==> src/rtl/ps2_pkg.sv <==
// Shared types and constants for the PS/2 keyboard receiver.
package ps2_pkg;

    typedef enum logic [1:0] {
        IDLE,
        DATA,
        PARITY,
        STOP
    } frame_state_t;

    localparam logic [7:0] PS2_EXT_PREFIX = 8'hE0;
    localparam logic [7:0] PS2_BRK_PREFIX = 8'hF0;

    typedef struct packed {
        logic [7:0] code;
        logic       ext;
        logic       brk;
    } ps2_evt_t;

endpackage

==> src/rtl/ps2_frame_rx.sv <==
// PS/2 pin synchroniser, clock glitch filter and 11-bit odd-parity frame decoder
// with an inter-strobe timeout.
module ps2_frame_rx
    import ps2_pkg::*;
#(
    parameter int FILTER_LEN = 4,
    parameter int TIMEOUT    = 50000
) (
    input  logic       clk,
    input  logic       rst,
    input  logic       ps2_clk,
    input  logic       ps2_data,
    output logic       byte_valid,
    output logic [7:0] rx_byte,
    output logic       err_parity,
    output logic       err_frame
);

    localparam int              TO_W      = (TIMEOUT > 2) ? $clog2(TIMEOUT) : 1;
    localparam logic [TO_W-1:0] TO_LAST   = TO_W'(TIMEOUT - 2);
    localparam logic [3:0]      FILT_LAST = 4'(FILTER_LEN - 1);

    logic [1:0]      clk_sync_reg, data_sync_reg;
    logic            filt_reg, filt_d_reg, strobe_reg, data_bit_reg;
    logic [3:0]      filt_cnt_reg;
    frame_state_t    state_reg, state_next;
    logic [2:0]      bitcnt_reg;
    logic [7:0]      shift_reg, rx_byte_reg;
    logic            par_reg;
    logic [TO_W-1:0] to_cnt_reg;
    logic            byte_valid_reg, err_parity_reg, err_frame_reg;
    logic            timeout_hit, frame_done;
    logic            byte_ok_next, err_parity_next, err_frame_next;

    always_ff @(posedge clk or posedge rst) begin
        if (rst) begin
            clk_sync_reg  <= 2'b11;
            data_sync_reg <= 2'b11;
            filt_reg      <= 1'b1;
            filt_d_reg    <= 1'b1;
            filt_cnt_reg  <= '0;
            strobe_reg    <= 1'b0;
            data_bit_reg  <= 1'b0;
        end else begin
            clk_sync_reg  <= {clk_sync_reg[0], ps2_clk};
            data_sync_reg <= {data_sync_reg[0], ps2_data};
            filt_d_reg    <= filt_reg;
            strobe_reg    <= filt_d_reg & ~filt_reg;
            if (filt_d_reg & ~filt_reg)
                data_bit_reg <= data_sync_reg[1];
            // Level only flips after FILTER_LEN consecutive disagreeing samples
            if (clk_sync_reg[1] != filt_reg) begin
                if (filt_cnt_reg == FILT_LAST) begin
                    filt_reg     <= clk_sync_reg[1];
                    filt_cnt_reg <= '0;
                end else begin
                    filt_cnt_reg <= filt_cnt_reg + 4'd1;
                end
            end else begin
                filt_cnt_reg <= '0;
            end
        end
    end

    // Counter is 0 the cycle after a strobe, so TIMEOUT-2 puts err_frame TIMEOUT cycles after it
    assign timeout_hit = (state_reg != IDLE) && !strobe_reg && (to_cnt_reg == TO_LAST);
    assign frame_done  = strobe_reg && (state_reg == STOP);

    always_ff @(posedge clk or posedge rst) begin
        if (rst) state_reg <= IDLE;
        else     state_reg <= state_next;
    end

    always_comb begin
        state_next = state_reg;
        if (timeout_hit) begin
            state_next = IDLE;
        end else if (strobe_reg) begin
            case (state_reg)
                IDLE:    if (!data_bit_reg) state_next = DATA;
                DATA:    if (bitcnt_reg == 3'd7) state_next = PARITY;
                PARITY:  state_next = STOP;
                default: state_next = IDLE;
            endcase
        end
    end

    always_comb begin
        byte_ok_next    = frame_done && data_bit_reg && (^{shift_reg, par_reg});
        err_parity_next = frame_done && data_bit_reg && !(^{shift_reg, par_reg});
        err_frame_next  = (frame_done && !data_bit_reg) || timeout_hit;
    end

    always_ff @(posedge clk or posedge rst) begin
        if (rst) begin
            bitcnt_reg     <= '0;
            shift_reg      <= '0;
            par_reg        <= 1'b0;
            rx_byte_reg    <= '0;
            to_cnt_reg     <= '0;
            byte_valid_reg <= 1'b0;
            err_parity_reg <= 1'b0;
            err_frame_reg  <= 1'b0;
        end else begin
            byte_valid_reg <= byte_ok_next;
            err_parity_reg <= err_parity_next;
            err_frame_reg  <= err_frame_next;
            if (state_reg == IDLE || strobe_reg) to_cnt_reg <= '0;
            else                                 to_cnt_reg <= to_cnt_reg + 1'b1;
            if (strobe_reg) begin
                case (state_reg)
                    IDLE:   bitcnt_reg <= '0;
                    DATA: begin
                        shift_reg  <= {data_bit_reg, shift_reg[7:1]};
                        bitcnt_reg <= bitcnt_reg + 3'd1;
                    end
                    PARITY: par_reg <= data_bit_reg;
                    STOP:   rx_byte_reg <= shift_reg;
                    default: ;
                endcase
            end
        end
    end

    assign byte_valid = byte_valid_reg;
    assign rx_byte    = rx_byte_reg;
    assign err_parity = err_parity_reg;
    assign err_frame  = err_frame_reg;

endmodule

==> src/rtl/ps2_scan_rx.sv <==
// PS/2 keyboard receiver: folds E0/F0 prefixes into key events and queues them in a FIFO.
// Define PS2_RX_ERR_CNT_EN to add the saturating err_cnt output.
module ps2_scan_rx
    import ps2_pkg::*;
#(
    parameter int FILTER_LEN = 4,
    parameter int TIMEOUT    = 50000,
    parameter int FIFO_DEPTH = 8
) (
    input  logic       clk,
    input  logic       rst,
    input  logic       ps2_clk,
    input  logic       ps2_data,
    output logic       evt_valid,
    input  logic       evt_ready,
    output logic [7:0] evt_code,
    output logic       evt_ext,
    output logic       evt_brk,
    output logic       err_parity,
    output logic       err_frame,
    output logic       overflow
`ifdef PS2_RX_ERR_CNT_EN
   ,output logic [7:0] err_cnt
`endif
);

    localparam int PTR_W = $clog2(FIFO_DEPTH);
    localparam int CNT_W = PTR_W + 1;

    logic             byte_valid;
    logic [7:0]       rx_byte;
    logic             ext_reg, brk_reg, overflow_reg;
    logic             push_req, push, pop, full;
    logic [PTR_W-1:0] wr_ptr_reg, rd_ptr_reg;
    logic [CNT_W-1:0] count_reg;
    ps2_evt_t         mem [FIFO_DEPTH];
    ps2_evt_t         head, new_evt;

    ps2_frame_rx #(
        .FILTER_LEN(FILTER_LEN),
        .TIMEOUT   (TIMEOUT)
    ) u_frame (
        .clk       (clk),
        .rst       (rst),
        .ps2_clk   (ps2_clk),
        .ps2_data  (ps2_data),
        .byte_valid(byte_valid),
        .rx_byte   (rx_byte),
        .err_parity(err_parity),
        .err_frame (err_frame)
    );

    assign push_req = byte_valid && (rx_byte != PS2_EXT_PREFIX) && (rx_byte != PS2_BRK_PREFIX);
    assign new_evt  = '{code: rx_byte, ext: ext_reg, brk: brk_reg};
    assign evt_valid = (count_reg != '0);
    assign full     = (count_reg == CNT_W'(FIFO_DEPTH));
    assign pop      = evt_valid && evt_ready;
    // A pop frees the slot in the same cycle, so a full FIFO can still accept
    assign push     = push_req && (!full || pop);

    always_ff @(posedge clk or posedge rst) begin
        if (rst) begin
            ext_reg <= 1'b0;
            brk_reg <= 1'b0;
        end else if (err_parity || err_frame) begin
            ext_reg <= 1'b0;
            brk_reg <= 1'b0;
        end else if (byte_valid) begin
            if (rx_byte == PS2_EXT_PREFIX) begin
                ext_reg <= 1'b1;
            end else if (rx_byte == PS2_BRK_PREFIX) begin
                brk_reg <= 1'b1;
            end else begin
                ext_reg <= 1'b0;
                brk_reg <= 1'b0;
            end
        end
    end

    always_ff @(posedge clk) begin
        if (push) mem[wr_ptr_reg] <= new_evt;
    end

    always_ff @(posedge clk or posedge rst) begin
        if (rst) begin
            wr_ptr_reg   <= '0;
            rd_ptr_reg   <= '0;
            count_reg    <= '0;
            overflow_reg <= 1'b0;
        end else begin
            overflow_reg <= push_req && full && !pop;
            if (push) wr_ptr_reg <= wr_ptr_reg + 1'b1;
            if (pop)  rd_ptr_reg <= rd_ptr_reg + 1'b1;
            case ({push, pop})
                2'b10:   count_reg <= count_reg + 1'b1;
                2'b01:   count_reg <= count_reg - 1'b1;
                default: count_reg <= count_reg;
            endcase
        end
    end

    assign head     = mem[rd_ptr_reg];
    assign evt_code = evt_valid ? head.code : 8'h00;
    assign evt_ext  = evt_valid & head.ext;
    assign evt_brk  = evt_valid & head.brk;
    assign overflow = overflow_reg;

`ifdef PS2_RX_ERR_CNT_EN
    logic [7:0] err_cnt_reg;

    always_ff @(posedge clk or posedge rst) begin
        if (rst)
            err_cnt_reg <= '0;
        else if ((err_parity || err_frame || overflow_reg) && (err_cnt_reg != 8'hFF))
            err_cnt_reg <= err_cnt_reg + 8'd1;
    end

    assign err_cnt = err_cnt_reg;
`endif

endmodule
==> config.mk <==
export PLATFORM = sky130hd
export DESIGN_NAME = ps2_scan_rx
export DESIGN_NICKNAME = d
export VERILOG_FILES = /design/src/rtl/ps2_pkg.sv /design/src/rtl/ps2_frame_rx.sv /design/src/rtl/ps2_scan_rx.sv
export SDC_FILE = /design/constraint.sdc
export NUM_CORES = 1
export LEC_CHECK = 0
export ABC_AREA = 1
export ABC_CLOCK_PERIOD_IN_PS = 4850
export BUFFER_PORTS_ARGS = -buffer_cell sky130_fd_sc_hd__buf_2
export CORE_MARGIN = 2
export CORE_UTILIZATION = 46
export CTS_CLUSTER_SIZE = 28
export DETAILED_ROUTE_END_ITERATION = 7
export MAX_ROUTING_LAYER = met4
export PLACE_DENSITY = 0.72
export RECOVER_POWER = 25
export SYNTH_ARGS = -nofsm -noshare
export SYNTH_HDL_FRONTEND = slang
export SYNTH_SLANG_ARGS = --single-unit
export TNS_END_PERCENT = 100
==> constraint.sdc <==
create_clock -name clk -period 4.85 [get_ports clk]
set_input_delay 0.485 -clock clk [delete_from_list [all_inputs] [get_ports clk]]
set_output_delay 0.485 -clock clk [all_outputs]
set_load 0.02 [all_outputs]
==> results of run 1 <==
## routing by layer
layer | track usage [%] | wire [um] | up-vias
met5 | - | 0 | -
li1 | - | - | 2049
met2 | 30.1 | 5990 | 101
met1 | 23.4 | 5370 | 2048
met4 | 7.76 | 277 | 0
met3 | 4.14 | 506 | 20
## stage by stage
stage | instances | power (mW) | util, %
finish | 798 | 4.19 | 53.5
global route | 798 | 4.47 | 53.5
CTS | 798 | 4.22 | 53.5
detailed placement | 767 | 2.94 | 49.2
global placement | 767 | 2.88 | 49.2
floorplan | 588 | 2.61 | -
## layout make-up
cell class                      instances  area, um2
Clock inverter                         13        150
Fill cell                            1141       6200
Clock buffer                           18        429
Inverter                               48        180
Sequential cell                       146       4060
Multi-Input combinational cell        376       1990
Tap cell                              176        220
Timing Repair Buffer                   21        113
## report_power, final
group / internal [mW] / switching, mW / leakage (nW)
registers: 1.49 / 0.176 / 1.64
logic: 0.433 / 0.816 / 0.965
clock network: 0.764 / 0.512 / 0.274
## worst paths after layout
check                      cells after the start                            endpoint  slack (ns)                               start
max                                            7                         evt_code[3]        1.51           rd_ptr_reg[0]$_DFFE_PP0P_
min                                            1  u_frame.data_sync_reg[0]$_DFF_PP1_        0.16                            ps2_data
max reg2reg                                    9                 mem[4][8]$_DFFE_PP_        2.16      u_frame.rx_byte[2]$_DFFE_PP0P_
min reg2reg                                    0  u_frame.data_sync_reg[1]$_DFF_PP1_        0.36  u_frame.data_sync_reg[0]$_DFF_PP1_
max in group asynchronous                      3      u_frame.rx_byte[2]$_DFFE_PP0P_        4.00                                 rst
min in group asynchronous                      3    u_frame.data_bit_reg$_DFFE_PP0P_        0.32                                 rst
## synth_stat cells (all sizes together)
| library cell | number | share of area (%) |
|---|---|---|
| a21boi | 1 | 0.12 |
| a21oi | 10 | 0.79 |
| a22oi | 1 | 0.12 |
| a31oi | 1 | 0.099 |
| buf | 7 | 0.61 |
| clkbuf | 11 | 0.65 |
| dfrtp | 60 | 24 |
| dfstp | 6 | 2.5 |
| edfxtp | 80 | 38 |
| ha | 12 | 2.4 |
| inv | 48 | 2.9 |
| mux2 | 1 | 0.18 |
| nand2 | 84 | 5.5 |
| nand3 | 25 | 2.3 |
| nand4 | 4 | 0.40 |
| nor2 | 125 | 8.0 |
| nor3 | 6 | 0.71 |
| nor4 | 4 | 0.50 |
| o2111ai | 1 | 0.14 |
| o21a | 1 | 0.12 |
| o21ai | 60 | 4.8 |
| o32ai | 20 | 2.8 |
| or2 | 3 | 0.34 |
| xnor2 | 7 | 0.97 |
| xor2 | 10 | 1.4 |
## cell families after synthesis
| kind of cell | count (synthesis) | share of synthesized area, % |
|---|---|---|
| buffers and inverters | 66 | 4.12 |
| AOI/OAI and AO/OA | 95 | 8.92 |
| and+or+nand+nor | 251 | 17.7 |
| xor gates and xnor gates | 17 | 2.36 |
| muxes | 1 | 0.178 |
| DFF | 146 | 64.3 |
| adders and majority gates | 12 | 2.38 |
==> reports/results.txt, run 1 <==
Fmax: 300 MHz
WP buf/inv: 3
Clock latency on the worst-skew pair: 0.42 ns
Clock-pin slew on the worst setup and hold paths: 0.06 ns
Core area: 13300 um2
Top cell by count, worst path: nor2_1
DP Worst Slack: 1.95 ns
Detailed-route via count: 4218
CTS tree: built
Mapped Nets: 605
Area after DPL: 6570 um2
CTS buffer count: 17
Starting density of the core: 47.3%
Setup Fix Bufs, Post-CTS: 0
Final worst slack: 1.51 ns
Sum of negative setup slack: 0 ns
Setup CP Type: reg -> out
Max-Cap Viols: 0
Commonest cells after routing, fill and taps aside: nor2_1 (117), edfxtp_1 (80), nand2_1 (75), dfrtp_1 (60), o21ai_0 (55)
Min Clock Period, post-route: 3.34 ns
Synthesized cell area: 6310 um2
Worst-path maximum fanout: 42
Largest register FFs: 80
Syn Inst Count: 588
CTS resizes: 0
Num rows: 42
CTS hold repair buffers: 0
Critical path cell sequence: buf_4 -> inv_1 -> nor2_1 -> o32ai_1 -> o21ai_1 -> nor2_1 -> buf_2
Worst setup EP type: primary output
Register area share after synthesis: 64.3%
Drt first pass iters: 7
Critical Path Source Type: flip-flop
Slew Limit Fails: 0
Post-synthesis register bit count: 146
Clock sinks: 146
Min Hold Slack: 0.163 ns
Largest net degree at the start of global routing: 67
Initial antenna violation count: 0
WP data arrival: 2.85 ns
Status: completed
Clock Skew: 0.0101 ns
Vias per inst: 5.29
First-pass GRT wire length: 20.5 mm
Max_slew headroom: 15.3%
Die area: 14700 um2
Global route total overflow: 0
Wire per inst: 15.2 um
Antenna diodes: 0
Delay-heaviest family, CP: buffers and inverters
Hold Path Class: in -> reg
Final Instance Area: 7140 um2
Die Height: 121 um
Unique cell type count in the Yosys netlist: 38
DRC viols: 0
Commonest non-fill, non-tap cell in the layout: nor2_1
Net count, final: 627
Peak supply drop: 0.376 mV
I/O pin count: 19
Leakage: 2.88 nW
Crit share post-route: 68.8%
DRT antenna net count: 0
Root Driver: clkbuf_16
Power Dens Cells: 587 nW/um2
Worst path required time: 4.37 ns
Gr usage total: 18.8%
DRT iter0 DRCs: 368
GP Congestion: 0.864
Buffers on Ports: 18
Slowest stage cell, crit path: inv_1
Routed WL: 12.1 mm
Final hold violation count: 0
Number of global-route vias before repair: 4127
Share of cells above drive strength 1: 13.8%
# H-tree levels: 4
Detailed Place HPWL: 7.82 mm
Setup violations, final: 0
Die W: 121 um
Average instance area after synthesis: 10.7 um2
CP max stage delay: 0.96 ns
Worst Max-Slew Pin Slew: 1.27 ns
Ys Warns: 0
Unrepaired setup endpoints after global routing: false
Clk buf depth: 2
Synth-to-Final Area Change: 13.2%
Power figures use the tool's default switching activity.
==> run 2, diff against run 1 <==
- ABC_CLOCK_PERIOD_IN_PS: 4850 -> 3450
- clock period: 4.85 -> 3.45 ns (I/O delays scaled with it)
==> run 2 against run 1 <==
  * The flow now finishes with violations (capacitance limit, slew limit)
  * Register-to-register slack worse by 1.2 ns
  * Clock skew down 0.0038 ns
  * Global-route usage down 0.16 points
  * Largest power group unchanged
  * First-iteration DRC count down 27%
==> reports/results.txt, run 2 (synthesis results as in run 1) <==
Clock latency on the worst-skew pair: 0.41 ns (about the same)
Synth-to-Final Area Change: 14.2%
CTS buffer count: 17 (unchanged)
Routed WL: 12.1 mm (-0.62%)
CTS tree: built
First-pass GRT wire length: 20.3 mm (-0.88%)
Root Driver: clkbuf_16
Commonest non-fill, non-tap cell in the layout: nor2_1
Vias per inst: 5.19 (-1.7%)
Drt first pass iters: 5 (-2)
Setup Fix Bufs, Post-CTS: 0 (unchanged)
Failing checks: capacitance limit, slew limit
Detailed-route via count: 4171 (-1.1%)
Worst Hold Endpoint: u_frame.clk_sync_reg[0]$_DFF_PP1_
Core area: 13300 um2 (unchanged)
Worst R2R Setup Slack: 0.96 ns (-1.20 ns)
Sum of negative setup slack: 0 ns (unchanged)
Die W: 121 um (unchanged)
Critical Path Source Type: flip-flop
Leakage: 2.92 nW (+1.4%)
WHS Path Cells: 1 (unchanged)
DRT iter0 DRCs: 268 (-27%)
Min Clock Period, post-route: 2.58 ns
Peak supply drop: 0.411 mV (+9.4%)
Status: finished, violations left
RR Endpoint: mem[5][9]$_DFFE_PP_
Gr usage total: 18.6% (-0.16 points)
Slew Limit Fails: 45 (+45)
GP Congestion: 0.869 (+0.66%)
Min Hold Slack: 0.0276 ns (-0.135 ns)
CTS hold repair buffers: 0 (unchanged)
Critical hold path startpoint: ps2_clk
Worst R2R Start: u_frame.rx_byte[7]$_DFFE_PP0P_
Commonest cells after routing, fill and taps aside: nor2_1 (117), edfxtp_1 (80), nand2_1 (75), dfrtp_1 (60), o21ai_0 (55)
# H-tree levels: 4 (unchanged)
Max-Cap Viols: 1 (+1)
Clk buf depth: 2 (unchanged)
Power Dens Cells: 834 nW/um2 (+42%)
Net count, final: 631 (+0.64%)
Final worst slack: 0.871 ns (-0.642 ns)
Worst Max-Slew Pin Slew: 1.64 ns (+0.373 ns)
Starting density of the core: 47.3% (unchanged)
Worst setup EP type: primary output
Die area: 14700 um2 (unchanged)
DP Worst Slack: 0.948 ns (-0.999 ns)
Initial antenna violation count: 0 (unchanged)
Setup violations, final: 0 (unchanged)
Clock sinks: 146 (unchanged)
Clock-pin slew on the worst setup and hold paths: 0.06 ns (about the same)
Setup CP Type: reg -> out
Share of cells above drive strength 1: 14.2% (+0.37 points)
Wire per inst: 15.0 um (-1.2%)
Fin util: 54.0% (+0.50 points)
CTS resizes: 0 (unchanged)
Worst-path maximum fanout: 22 (-48%)
Max_slew headroom: -9.66% (-25 points)
Largest register FFs: 80 (unchanged)
Buffers on Ports: 18 (unchanged)
Detailed Place HPWL: 8.13 mm (+3.9%)
Die Height: 121 um (unchanged)
Reg2Reg Depth: 9 (unchanged)
Crit share post-route: 74.7%
Num rows: 42 (unchanged)
Global route total overflow: 0 (unchanged)
Hold Path Class: in -> reg
Final hold violation count: 0 (unchanged)
DRC viols: 0 (unchanged)
Worst path required time: 3.11 ns (-1.26 ns)
Number of global-route vias before repair: 4156 (+0.70%)
Largest net degree at the start of global routing: 45 (-33%)
I/O pin count: 19 (unchanged)
Clock Skew: 0.00625 ns (-0.00382 ns)
Fmax: 388 MHz
DRT antenna net count: 0 (unchanged)
Antenna diodes: 0 (unchanged)
WP data arrival: 2.23 ns (-0.62 ns)
Unrepaired setup endpoints after global routing: false
## run 2: cell types whose count changed in the layout (fill, tap and decap cells not counted), sizes merged
cell / delta
clkinv: +5
inv: -5
clkbuf: -1
bufinv: +2
buf: +4
## run 2: worst max-delay path, cell delays in order (launching register included)
cell     delay (ns)
dfrtp_1        0.63
buf_4          0.34
o32ai_1        0.40
o21ai_1        0.15
nor2_1         0.12
buf_2          0.18
## run 2: how the worst max path moves through the flow
stage                                         startpoint                   to  slack [ns]
after detailed placement  u_frame.rx_byte[7]$_DFFE_PP0P_  mem[5][1]$_DFFE_PP_        0.95
final                          rd_ptr_reg[1]$_DFFE_PP0P_          evt_code[5]        0.87
after floorplan           u_frame.rx_byte[4]$_DFFE_PP0P_  mem[4][0]$_DFFE_PP_        1.44
after global placement    u_frame.rx_byte[6]$_DFFE_PP0P_  mem[6][0]$_DFFE_PP_        1.06
after CTS                      rd_ptr_reg[1]$_DFFE_PP0P_          evt_code[5]        0.86
after global routing           rd_ptr_reg[1]$_DFFE_PP0P_          evt_code[7]        0.66
## run 2: per-stage QoR
step	total power, mW	cells	instance area, um2
floorplan	3.66	588	6310
global placement	4.09	771	6600
detailed placement	4.16	771	6600
CTS	6.07	803	7210
global route	6.40	803	7210
finish	6.01	803	7210
## run 2: layer usage
layer | global-route usage [%] | share of wire, %
met1 | 23.3 | 45
met2 | 30.1 | 49
met3 | 4.09 | 4.2
met4 | 7.04 | 1.3
met5 | - | 0
## run 2: power breakdown
group | internal, mW | leakage, nW | total, mW | switching (mW)
combinational | 0.607 | 0.988 | 1.74 | 1.14
clock | 1.20 | 0.292 | 1.89 | 0.685
sequential | 2.10 | 1.64 | 2.38 | 0.284
total | 3.91 | 2.92 | 6.01 | 2.10
## run 2: final cells by class
type	instances	area, um2
fillers	1115	6140
flip-flops and latches	146	4060
well taps	176	220
inverters	48	180
repair buffers	25	143
clock inverters	15	190
clock buffers	17	425
multi-input cells	376	1990
